File: config.mk
export PLATFORM = sky130hd
export DESIGN_NAME = alu_entry_sequencer
export DESIGN_NICKNAME = d
export VERILOG_FILES = /design/src/rtl/alu_pkg.sv /design/src/rtl/btn_debounce.sv /design/src/rtl/alu_entry_sequencer.sv
export SDC_FILE = /design/constraint.sdc
export NUM_CORES = 1
export LEC_CHECK = 0
export CORE_ASPECT_RATIO = 1.25
export CORE_UTILIZATION = 30
export CTS_CLUSTER_SIZE = 30
export DETAILED_ROUTE_END_ITERATION = 8
export MAX_ROUTING_LAYER = met4
export PLACE_DENSITY_LB_ADDON = 0.25
export SLEW_MARGIN = 20
export SYNTH_ARGS = -nofsm -noshare
export SYNTH_HDL_FRONTEND = slang
export SYNTH_HIERARCHICAL = 1
export SYNTH_SLANG_ARGS = --single-unit
export TNS_END_PERCENT = 20
File: constraint.sdc
create_clock -name clk -period 3.2 [get_ports clk]
set_input_delay 0.64 -clock clk [delete_from_list [all_inputs] [get_ports clk]]
set_output_delay 0.64 -clock clk [all_outputs]
set_load 0.005 [all_outputs]
File: src/rtl/alu_pkg.sv
// Shared encodings for the 4-bit ALU front end: op codes, display stages and
// the entry sequencer state machine.
package alu_pkg;

    localparam logic [1:0] OP_XOR = 2'b00;
    localparam logic [1:0] OP_ADD = 2'b01;
    localparam logic [1:0] OP_SUB = 2'b10;
    localparam logic [1:0] OP_MUL = 2'b11;

    localparam logic [1:0] STAGE_A    = 2'b00;
    localparam logic [1:0] STAGE_B    = 2'b01;
    localparam logic [1:0] STAGE_OP   = 2'b10;
    localparam logic [1:0] STAGE_SHOW = 2'b11;

    typedef enum logic [3:0] {
        WAIT_A,
        SETUP_A,
        PULSE_A,
        WAIT_B,
        SETUP_B,
        PULSE_B,
        WAIT_OP,
        SETUP_RUN,
        PULSE_RUN,
        SHOW
    } seq_state_t;

    function automatic logic [1:0] stage_of(input seq_state_t s);
        case (s)
            WAIT_A, SETUP_A, PULSE_A:        stage_of = STAGE_A;
            WAIT_B, SETUP_B, PULSE_B:        stage_of = STAGE_B;
            WAIT_OP, SETUP_RUN, PULSE_RUN:   stage_of = STAGE_OP;
            default:                         stage_of = STAGE_SHOW;
        endcase
    endfunction

endpackage

File: src/rtl/btn_debounce.sv
// Two-flop synchronizer plus counter debouncer for a raw push button; emits a
// one-cycle press pulse when the accepted level rises.
module btn_debounce #(
    parameter int DEBOUNCE_CYCLES = 16
) (
    input  logic clk,
    input  logic rst_n,
    input  logic btn,
    output logic press
);

    localparam logic [15:0] CNT_MAX = 16'(DEBOUNCE_CYCLES - 1);

    logic        sync1;
    logic        sync2;
    logic        level;
    logic [15:0] cnt;

    always_ff @(posedge clk or negedge rst_n) begin
        if (!rst_n) begin
            sync1 <= 1'b0;
            sync2 <= 1'b0;
            level <= 1'b0;
            cnt   <= '0;
            press <= 1'b0;
        end else begin
            sync1 <= btn;
            sync2 <= sync1;
            press <= 1'b0;
            if (sync2 == level) begin
                cnt <= '0;
            end else if (cnt == CNT_MAX) begin
                // sample has disagreed long enough: accept it, flag rising edges
                level <= sync2;
                cnt   <= '0;
                press <= sync2;
            end else begin
                cnt <= cnt + 16'd1;
            end
        end
    end

endmodule

File: src/rtl/alu_entry_sequencer.sv
// Sequences operand A, operand B and op entry for the 4-bit ALU from debounced
// ENTER/CLEAR presses, producing registered load/run strobes with setup time.
module alu_entry_sequencer
    import alu_pkg::*;
#(
    parameter int DEBOUNCE_CYCLES = 16,
    parameter int PULSE_CYCLES    = 4
) (
    input  logic       clk,
    input  logic       rst_n,
    input  logic       btn_enter,
    input  logic       btn_clear,
    input  logic [3:0] sw_data,
    input  logic [1:0] sw_op,
    output logic [3:0] data_out,
    output logic [1:0] op_select,
    output logic       load1,
    output logic       load2,
    output logic       run,
    output logic [1:0] stage,
    output logic       result_valid
);

    localparam logic [7:0] PULSE_LOAD = 8'(PULSE_CYCLES - 1);

    logic       enter;
    logic       clear;
    logic       enter_ok;
    logic [7:0] pcnt;
    seq_state_t state;
    seq_state_t next_state;

    btn_debounce #(.DEBOUNCE_CYCLES(DEBOUNCE_CYCLES)) u_enter (
        .clk   (clk),
        .rst_n (rst_n),
        .btn   (btn_enter),
        .press (enter)
    );

    btn_debounce #(.DEBOUNCE_CYCLES(DEBOUNCE_CYCLES)) u_clear (
        .clk   (clk),
        .rst_n (rst_n),
        .btn   (btn_clear),
        .press (clear)
    );

    // clear beats a coincident enter
    assign enter_ok = enter && !clear;

    always_comb begin
        next_state = state;
        case (state)
            WAIT_A:    if (enter_ok) next_state = SETUP_A;
            SETUP_A:   next_state = PULSE_A;
            PULSE_A:   if (pcnt == 8'd0) next_state = WAIT_B;
            WAIT_B:    if (enter_ok) next_state = SETUP_B;
            SETUP_B:   next_state = PULSE_B;
            PULSE_B:   if (pcnt == 8'd0) next_state = WAIT_OP;
            WAIT_OP:   if (enter_ok) next_state = SETUP_RUN;
            SETUP_RUN: next_state = PULSE_RUN;
            PULSE_RUN: if (pcnt == 8'd0) next_state = SHOW;
            SHOW:      if (enter_ok) next_state = SETUP_RUN;
            default:   next_state = WAIT_A;
        endcase
        if (clear) next_state = WAIT_A;
    end

    always_ff @(posedge clk or negedge rst_n) begin
        if (!rst_n) begin
            state <= WAIT_A;
            pcnt  <= '0;
        end else begin
            state <= next_state;
            if (state == SETUP_A || state == SETUP_B || state == SETUP_RUN)
                pcnt <= PULSE_LOAD;
            else if ((state == PULSE_A || state == PULSE_B || state == PULSE_RUN) && pcnt != 8'd0)
                pcnt <= pcnt - 8'd1;
        end
    end

    // Outputs are decoded from next_state so they register alongside the state.
    always_ff @(posedge clk or negedge rst_n) begin
        if (!rst_n) begin
            data_out     <= '0;
            op_select    <= OP_XOR;
            load1        <= 1'b0;
            load2        <= 1'b0;
            run          <= 1'b0;
            stage        <= STAGE_A;
            result_valid <= 1'b0;
        end else begin
            if (enter_ok && (state == WAIT_A || state == WAIT_B))
                data_out <= sw_data;
            if (enter_ok && (state == WAIT_OP || state == SHOW))
                op_select <= sw_op;
            load1        <= (next_state == PULSE_A);
            load2        <= (next_state == PULSE_B);
            run          <= (next_state == PULSE_RUN);
            stage        <= stage_of(next_state);
            result_valid <= (next_state == SHOW);
        end
    end

endmodule

==> flow_metrics.py, run 1 <==
metrics = {
    "timing": {
        "setup_repair_after_global_routing_missed_its_margin": "no",
        "layout_setup_ws_ns": 1.03,
        "final-setup-viol-count": 0,
        "fin_skew_ns": 0.00957,
        "report.final.hold_viol_count": 0,
        "worst-slew-pin-transition_ns": 0.811,
        "fin_tns_setup_ns": 0,
        "timing.final.crit_share": 0.677,
        "final-max-slew-violation-count": 0,
        "fmax_mhz": 461,
        "timing.slew.headroom": 0.459,
        "min_period_ns": 2.17,
    },
    "yosys": {
        "synth.ff_latch_count": 64,
        "number_of_synthesized_flops_with_an_enable_pin": 0,
        "synth-warning-count": 6,
        "async_flop_share": 1.00,
        "synth.yosys.seq_area_share": 0.492,
        "cell_area_after_synthesis_mm2": 0.00326,
        "synth_largest_area_cell": "sky130_fd_sc_hd__dfrtp_1",
        "synth_top_area_share": 0.492,
        "ys_top_cells_by_area": "sky130_fd_sc_hd__dfrtp_1 49%, sky130_fd_sc_hd__xnor2_1 7.8%, sky130_fd_sc_hd__nor2_1 5.2%, sky130_fd_sc_hd__nor4_2 3.1%, sky130_fd_sc_hd__mux2_2 2.8%",
        "dominantRegCellSynth": "sky130_fd_sc_hd__dfrtp_1",
        "synth.avg_cell_area_um2": 11.0,
        "synth.distinct_cells": 61,
        "synthesized_instance_count": 296,
        "synth.net_count": 309,
    },
    "clock_tree": {
        "postCtsHoldBufs": 0,
        "htree_levels": 3,
        "clock-root-buffer": "sky130_fd_sc_hd__clkbuf_16",
        "post_cts.repair.setup_buffers": 0,
        "clock_sinks": 64,
        "tritoncts": "built",
        "cts.repair.resized": 0,
        "clk_pin_slew_ns": 0.06,
        "cts_buffers": 9,
        "clkLatencyLatePin_ns": 0.33,
        "max_root_sink_buffers": 2,
    },
    "floorplanning": {
        "start_util": 0.308,
        "core_region_area_mm2": 0.0106,
        "top_ports": 22,
        "dieArea_mm2": 0.0113,
        "die_width_um": 95.2,
        "die_h_um": 119,
        "row_count": 42,
    },
    "hold_path": {
        "worst_hold_startpoint": "u_enter/sync1",
        "min_delay_path_depth": 0,
        "holdCritPathClass": "reg -> reg",
        "min_delay_worst_endpoint": "u_enter/sync2",
    },
    "layout": {
        "design.final.nets": 334,
        "layout_commonest_cell": "sky130_fd_sc_hd__dfrtp_1",
        "mostFrequentLayoutCells": "64 x sky130_fd_sc_hd__dfrtp_1, 45 x sky130_fd_sc_hd__nor2_1, 29 x sky130_fd_sc_hd__xnor2_1",
        "diodes": 0,
        "fillers": 1024,
        "area_of_combinational_cells_with_multiple_inputs_mm2": 0.00156,
        "final_area_mm2": 0.00389,
        "layout.core_utilization": 0.368,
        "synthToLayoutAreaGrowth_pct": 19.3,
        "seq_area_mm2": 0.00160,
        "final_layout_size_suffix_gt1_frac": 0.167,
    },
    "placement": {
        "post-dp-hpwl_um": 4060,
        "numPortBuffers": 21,
        "place_area_mm2": 0.00358,
        "place_ws_ns": 1.08,
        "final_wtd_congestion": 0.759,
    },
    "worst_setup_path": {
        "worst_setup_path_start_kind": "flip-flop",
        "cp_data_arrival_time_ns": 2.36,
        "worstSetupEndpointType": "flip-flop",
        "crit-reg2reg-launch": "pcnt[0]",
        "critical_path_peak_fanout": 5,
        "r2r_slack_ns": 1.03,
        "worstPathRequired_ns": 3.39,
        "r2r-end": "stage[0]",
        "r2r.worst_path.cells": 7,
        "critPathKind": "reg -> reg",
    },
    "drt": {
        "initialDrtViolationCount": 85,
        "antenna_violating_nets_remaining": 0,
        "detail_route.vias_per_cell": 4.94,
        "vias": 2254,
        "drtPass1Iterations": 4,
        "routed_wl_um": 6090,
        "detail_route.wl_per_cell_um": 13.3,
        "drc": 0,
    },
    "pwr": {
        "total_power_uw": 2390,
        "power_density_mw_per_mm2": 614,
        "leakagePower_uw": 0.00159,
        "worst_ir_drop_vdd_v": 0.000231,
    },
    "grt": {
        "via_count_of_the_first_global_routing_pass": 2288,
        "pin_count_of_the_biggest_net_entering_global_routing": 65,
        "grt_overflow_total": 0,
        "grt_pass1_wl_um": 10800,
        "overall_routing_resource_usage": 0.126,
        "antenna_found_initial": 0,
    },
    "run": {
        "max-cap-violations": 0,
    },
    "run_status": {
        "result_of_the_run": "complete, no violations",
    },
}
[worst max path at each step]
stage | slack, ns | to | cells past startpoint | start
after detailed placement | 1.08 | stage[0] | 7 | pcnt[0]
after global routing | 0.82 | stage[0] | 7 | pcnt[0]
after floorplan | 1.34 | pcnt[5] | 7 | pcnt[0]
final | 1.03 | stage[0] | 7 | pcnt[0]
after CTS | 1.04 | stage[0] | 7 | pcnt[0]
after global placement | 1.15 | stage[0] | 7 | pcnt[0]
[cell type report]
cell class	instances	share of cell area
sequential	64	0.412
multi-input combinational	215	0.402
clock buffer	10	0.0615
timing repair buffer	22	0.0547
tap	132	0.0425
clock inverter	4	0.0180
inverter	9	0.00869
[Yosys cell counts (2+ instances only)]
cell type                   count
sky130_fd_sc_hd__nor3_1         8
sky130_fd_sc_hd__nand4b_1       2
sky130_fd_sc_hd__xnor2_1       29
sky130_fd_sc_hd__inv_1          8
sky130_fd_sc_hd__dfrtp_1       64
sky130_fd_sc_hd__nand2_1       17
sky130_fd_sc_hd__nand3_2        2
sky130_fd_sc_hd__o2111ai_1      2
sky130_fd_sc_hd__nor4_2         8
sky130_fd_sc_hd__nand2b_1       5
sky130_fd_sc_hd__nand3_1        9
sky130_fd_sc_hd__or3b_1         2
sky130_fd_sc_hd__nor4_4         3
sky130_fd_sc_hd__o21a_1         3
sky130_fd_sc_hd__nand4_4        2
sky130_fd_sc_hd__mux2_2         8
sky130_fd_sc_hd__nand4_2        2
sky130_fd_sc_hd__nor2b_1        3
sky130_fd_sc_hd__nor2_1        45
sky130_fd_sc_hd__and3_1         3
sky130_fd_sc_hd__xor2_1         7
sky130_fd_sc_hd__nand4_1        3
sky130_fd_sc_hd__nor3b_1        5
sky130_fd_sc_hd__ha_1           3
sky130_fd_sc_hd__o21ai_0        2
sky130_fd_sc_hd__nand2_2        2
sky130_fd_sc_hd__or3_1          2
sky130_fd_sc_hd__buf_6          2
sky130_fd_sc_hd__a21oi_2        3
sky130_fd_sc_hd__o211a_1        2
sky130_fd_sc_hd__nor4_1         7
sky130_fd_sc_hd__buf_4          3
sky130_fd_sc_hd__o211ai_1       2
[power by group]
| part | switching [uW] | internal [uW] |
|---|---|---|
| logic | 205 | 198 |
| clock network | 331 | 690 |
| registers | 89.4 | 874 |
[stage by stage]
step                instances  hold WS, ns
finish                    456        0.348
global route              456        0.363
CTS                       456        0.353
detailed placement        442        0.341
global placement          442        0.339
floorplan                 296        0.331
[worst max-delay path, cell delays in order (launching register included)]
cell and delay [ns]:
sky130_fd_sc_hd__dfrtp_1 0.39, sky130_fd_sc_hd__inv_1 0.09, sky130_fd_sc_hd__ha_1 0.19, sky130_fd_sc_hd__nor3b_1 0.56, sky130_fd_sc_hd__nand3_1 0.23, sky130_fd_sc_hd__a21oi_2 0.28
sky130_fd_sc_hd__or3_1 0.18, sky130_fd_sc_hd__o221ai_1 0.11
[state kept, by name (all words and copies together) (netlist names), 2 cells and up]
name,count
op_select,2
u_enter/cnt,16
data_out,4
state,4
stage,2
pcnt,8
u_clear/cnt,16
[kinds of logic (layout without fill, tap and decap cells)]
logic type / Yosys count / count (layout) / share of synthesized area
mux: 8 / 8 / 0.0277
simple gates: 135 / 135 / 0.258
xor+xnor: 36 / 36 / 0.0968
compound gates: 32 / 32 / 0.0826
fa+ha+maj: 4 / 4 / 0.0150
buf+inv: 17 / 45 / 0.0284
flops: 64 / 64 / 0.492
[metal layers]
layer / share of wire / vias up / GRT usage
met1: 0.46 / 1123 / 0.151
met2: 0.49 / 22 / 0.196
met3: 0.024 / 7 / 0.0328
met5: 0 / - / -
met4: 0.019 / 0 / 0.0540
li1: - / 1102 / -
Note: power is estimated with default switching activity, not from simulation.
==> inputs of run 2 (changes only) <==
==> constraint.sdc (replaced) <==
create_clock -name clk -period 2.1 [get_ports clk]
set_input_delay 0.42 -clock clk [delete_from_list [all_inputs] [get_ports clk]]
set_output_delay 0.42 -clock clk [all_outputs]
set_load 0.005 [all_outputs]
==> run 2 against run 1 <==
Final area up 2.8%; highest routed layer unchanged; utilization up 1.0 points; via count up 2.9%; combinational power up 74%.
==> flow_metrics.py, run 2 (synthesized netlist as in run 1, its figures left out) <==
metrics = {
    "worst_setup_path": {
        "critical-path-slowest-cell": "sky130_fd_sc_hd__dfrtp_1",
        "worst-path-buf-inv": 0,
        "critical_path_peak_fanout": 13,
        "cp_slowest_stage_delay_ns": 0.58,
        "crit-reg2reg-launch": "state[1]",
        "worstPathRequired_ns": 2.30,
        "r2r.worst_path.cells": 5,
        "crit_cells": 5,
        "critPathKind": "reg -> reg",
        "worstSetupEndpoint": "pcnt[4]",
        "timing.critical_path.max_delay_family": "compound AO/OA/AOI/OAI gates",
        "timing.critical_path.from": "state[1]",
        "path_cells": "or3b_1 -> a21oi_2 -> o211ai_1 -> o311ai_1 -> o41ai_1",
        "worst_setup_path_start_kind": "flip-flop",
        "r2r-end": "pcnt[4]",
        "worstSetupEndpointType": "flip-flop",
        "r2r_slack_ns": 0.15,
        "cp_data_arrival_time_ns": 2.15,
    },
    "pwr": {
        "worst_ir_drop_vdd_v": 0.000424,
        "power_density_mw_per_mm2": 951,
        "leakagePower_uw": 0.00164,
        "total_power_uw": 3800,
    },
    "floorplanning": {
        "start_util": 0.308,
        "die_width_um": 95.2,
        "die_h_um": 119,
        "top_ports": 22,
        "dieArea_mm2": 0.0113,
        "row_count": 42,
        "core_region_area_mm2": 0.0106,
    },
    "clock_tree": {
        "tritoncts": "built",
        "post_cts.repair.setup_buffers": 0,
        "max_root_sink_buffers": 2,
        "clkLatencyLatePin_ns": 0.33,
        "htree_levels": 3,
        "clock_sinks": 64,
        "clk_pin_slew_ns": 0.06,
        "cts_buffers": 9,
        "postCtsHoldBufs": 0,
        "clock-root-buffer": "sky130_fd_sc_hd__clkbuf_16",
    },
    "timing": {
        "final-max-slew-violation-count": 0,
        "min_period_ns": 1.95,
        "final-setup-viol-count": 0,
        "fmax_mhz": 513,
        "setup_repair_after_global_routing_missed_its_margin": "no",
        "timing.slew.headroom": 0.677,
        "worst-slew-pin-transition_ns": 0.483,
        "layout_setup_ws_ns": 0.150,
        "fin_skew_ns": 0.00684,
        "report.final.hold_viol_count": 0,
        "timing.final.crit_share": 0.928,
    },
    "drt": {
        "vias": 2319,
        "routed_wl_um": 6340,
        "initialDrtViolationCount": 99,
        "detail_route.vias_per_cell": 4.99,
        "drtPass1Iterations": 4,
        "antenna_violating_nets_remaining": 0,
        "drc": 0,
        "detail_route.wl_per_cell_um": 13.6,
    },
    "layout": {
        "final_layout_size_suffix_gt1_frac": 0.195,
        "fillers": 1001,
        "mostFrequentLayoutCells": "64 x sky130_fd_sc_hd__dfrtp_1, 45 x sky130_fd_sc_hd__nor2_1, 29 x sky130_fd_sc_hd__xnor2_1",
        "layout.core_utilization": 0.378,
        "seq_area_mm2": 0.00160,
        "diodes": 0,
        "design.final.nets": 341,
        "final_area_mm2": 0.00400,
        "area_of_combinational_cells_with_multiple_inputs_mm2": 0.00159,
        "final_cell_count_no_fill": 465,
        "layout_commonest_cell": "sky130_fd_sc_hd__dfrtp_1",
        "largest_registers_in_the_final_layout": "u_clear/cnt x16, u_enter/cnt x16, pcnt x8",
        "synthToLayoutAreaGrowth_pct": 22.6,
    },
    "grt": {
        "grt_overflow_total": 0,
        "pin_count_of_the_biggest_net_entering_global_routing": 35,
        "grt_pass1_wl_um": 11100,
        "antenna_found_initial": 0,
        "via_count_of_the_first_global_routing_pass": 2368,
        "overall_routing_resource_usage": 0.132,
    },
    "run": {
        "max-cap-violations": 0,
    },
    "run_status": {
        "result_of_the_run": "complete, no violations",
    },
    "placement": {
        "numPortBuffers": 21,
        "final_wtd_congestion": 0.766,
        "place_area_mm2": 0.00364,
        "post-dp-hpwl_um": 4380,
        "dpl.cell_count": 449,
        "place_ws_ns": -0.0247,
    },
    "hold_path": {
        "holdCritPathClass": "in -> async",
    },
}
[run 2: cell types whose count changed in the layout (fill, tap and decap cells not counted), sizes merged]
cell,before,now
buf,2,9
inv,9,11
clkbuf,10,9
clkinv,2,3
[run 2: layout make-up]
type                       count  share of cell area
multi-input combinational    215               0.397
tap                          132              0.0413
inverter                       9             0.00846
sequential                    64               0.401
clock inverter                 7              0.0260
timing repair buffer          29              0.0695
clock buffer                   9              0.0564
[run 2: metal layers]
| metal | part of all wire | up-vias | track usage |
|---|---|---|---|
| li1 | - | 1113 | - |
| met1 | 0.45 | 1176 | 0.155 |
| met2 | 0.51 | 24 | 0.207 |
| met3 | 0.021 | 6 | 0.0270 |
| met4 | 0.012 | 0 | 0.0729 |
| met5 | 0 | - | - |
[run 2: report_power, final]
group	leakage (uW)	switching, uW	internal (uW)
registers	0.000852	137	1330
logic	0.000626	346	354
clock network	0.000161	581	1050
total	0.00164	1060	2740
[run 2: through the flow]
step	hold slack, ns	setup TNS, ns
6_report	0.0498	0
3_5_place_dp	0.335	-0.0247
5_1_grt	0.0715	0
3_3_place_gp	0.335	0
4_1_cts	0.0632	0
2_1_floorplan	0.124	0
[run 2: how the worst min path moves through the flow]
stage                       start         endpoint
floorplan                   rst_n      data_out[0]
global placement    u_clear/sync1    u_clear/sync2
detailed placement  u_enter/sync1    u_enter/sync2
CTS                         rst_n         stage[1]
global route                rst_n      data_out[3]
finish                      rst_n  u_enter/cnt[10]
[run 2: repair_timing]
| action | in CTS | in global routing |
|---|---|---|
| resized for setup | 1 | 2 |
| pin swaps | 0 | 1 |
| hold endpoints to repair | 0 | 0 |
| endpoints found under the setup margin | 1 | 3 |
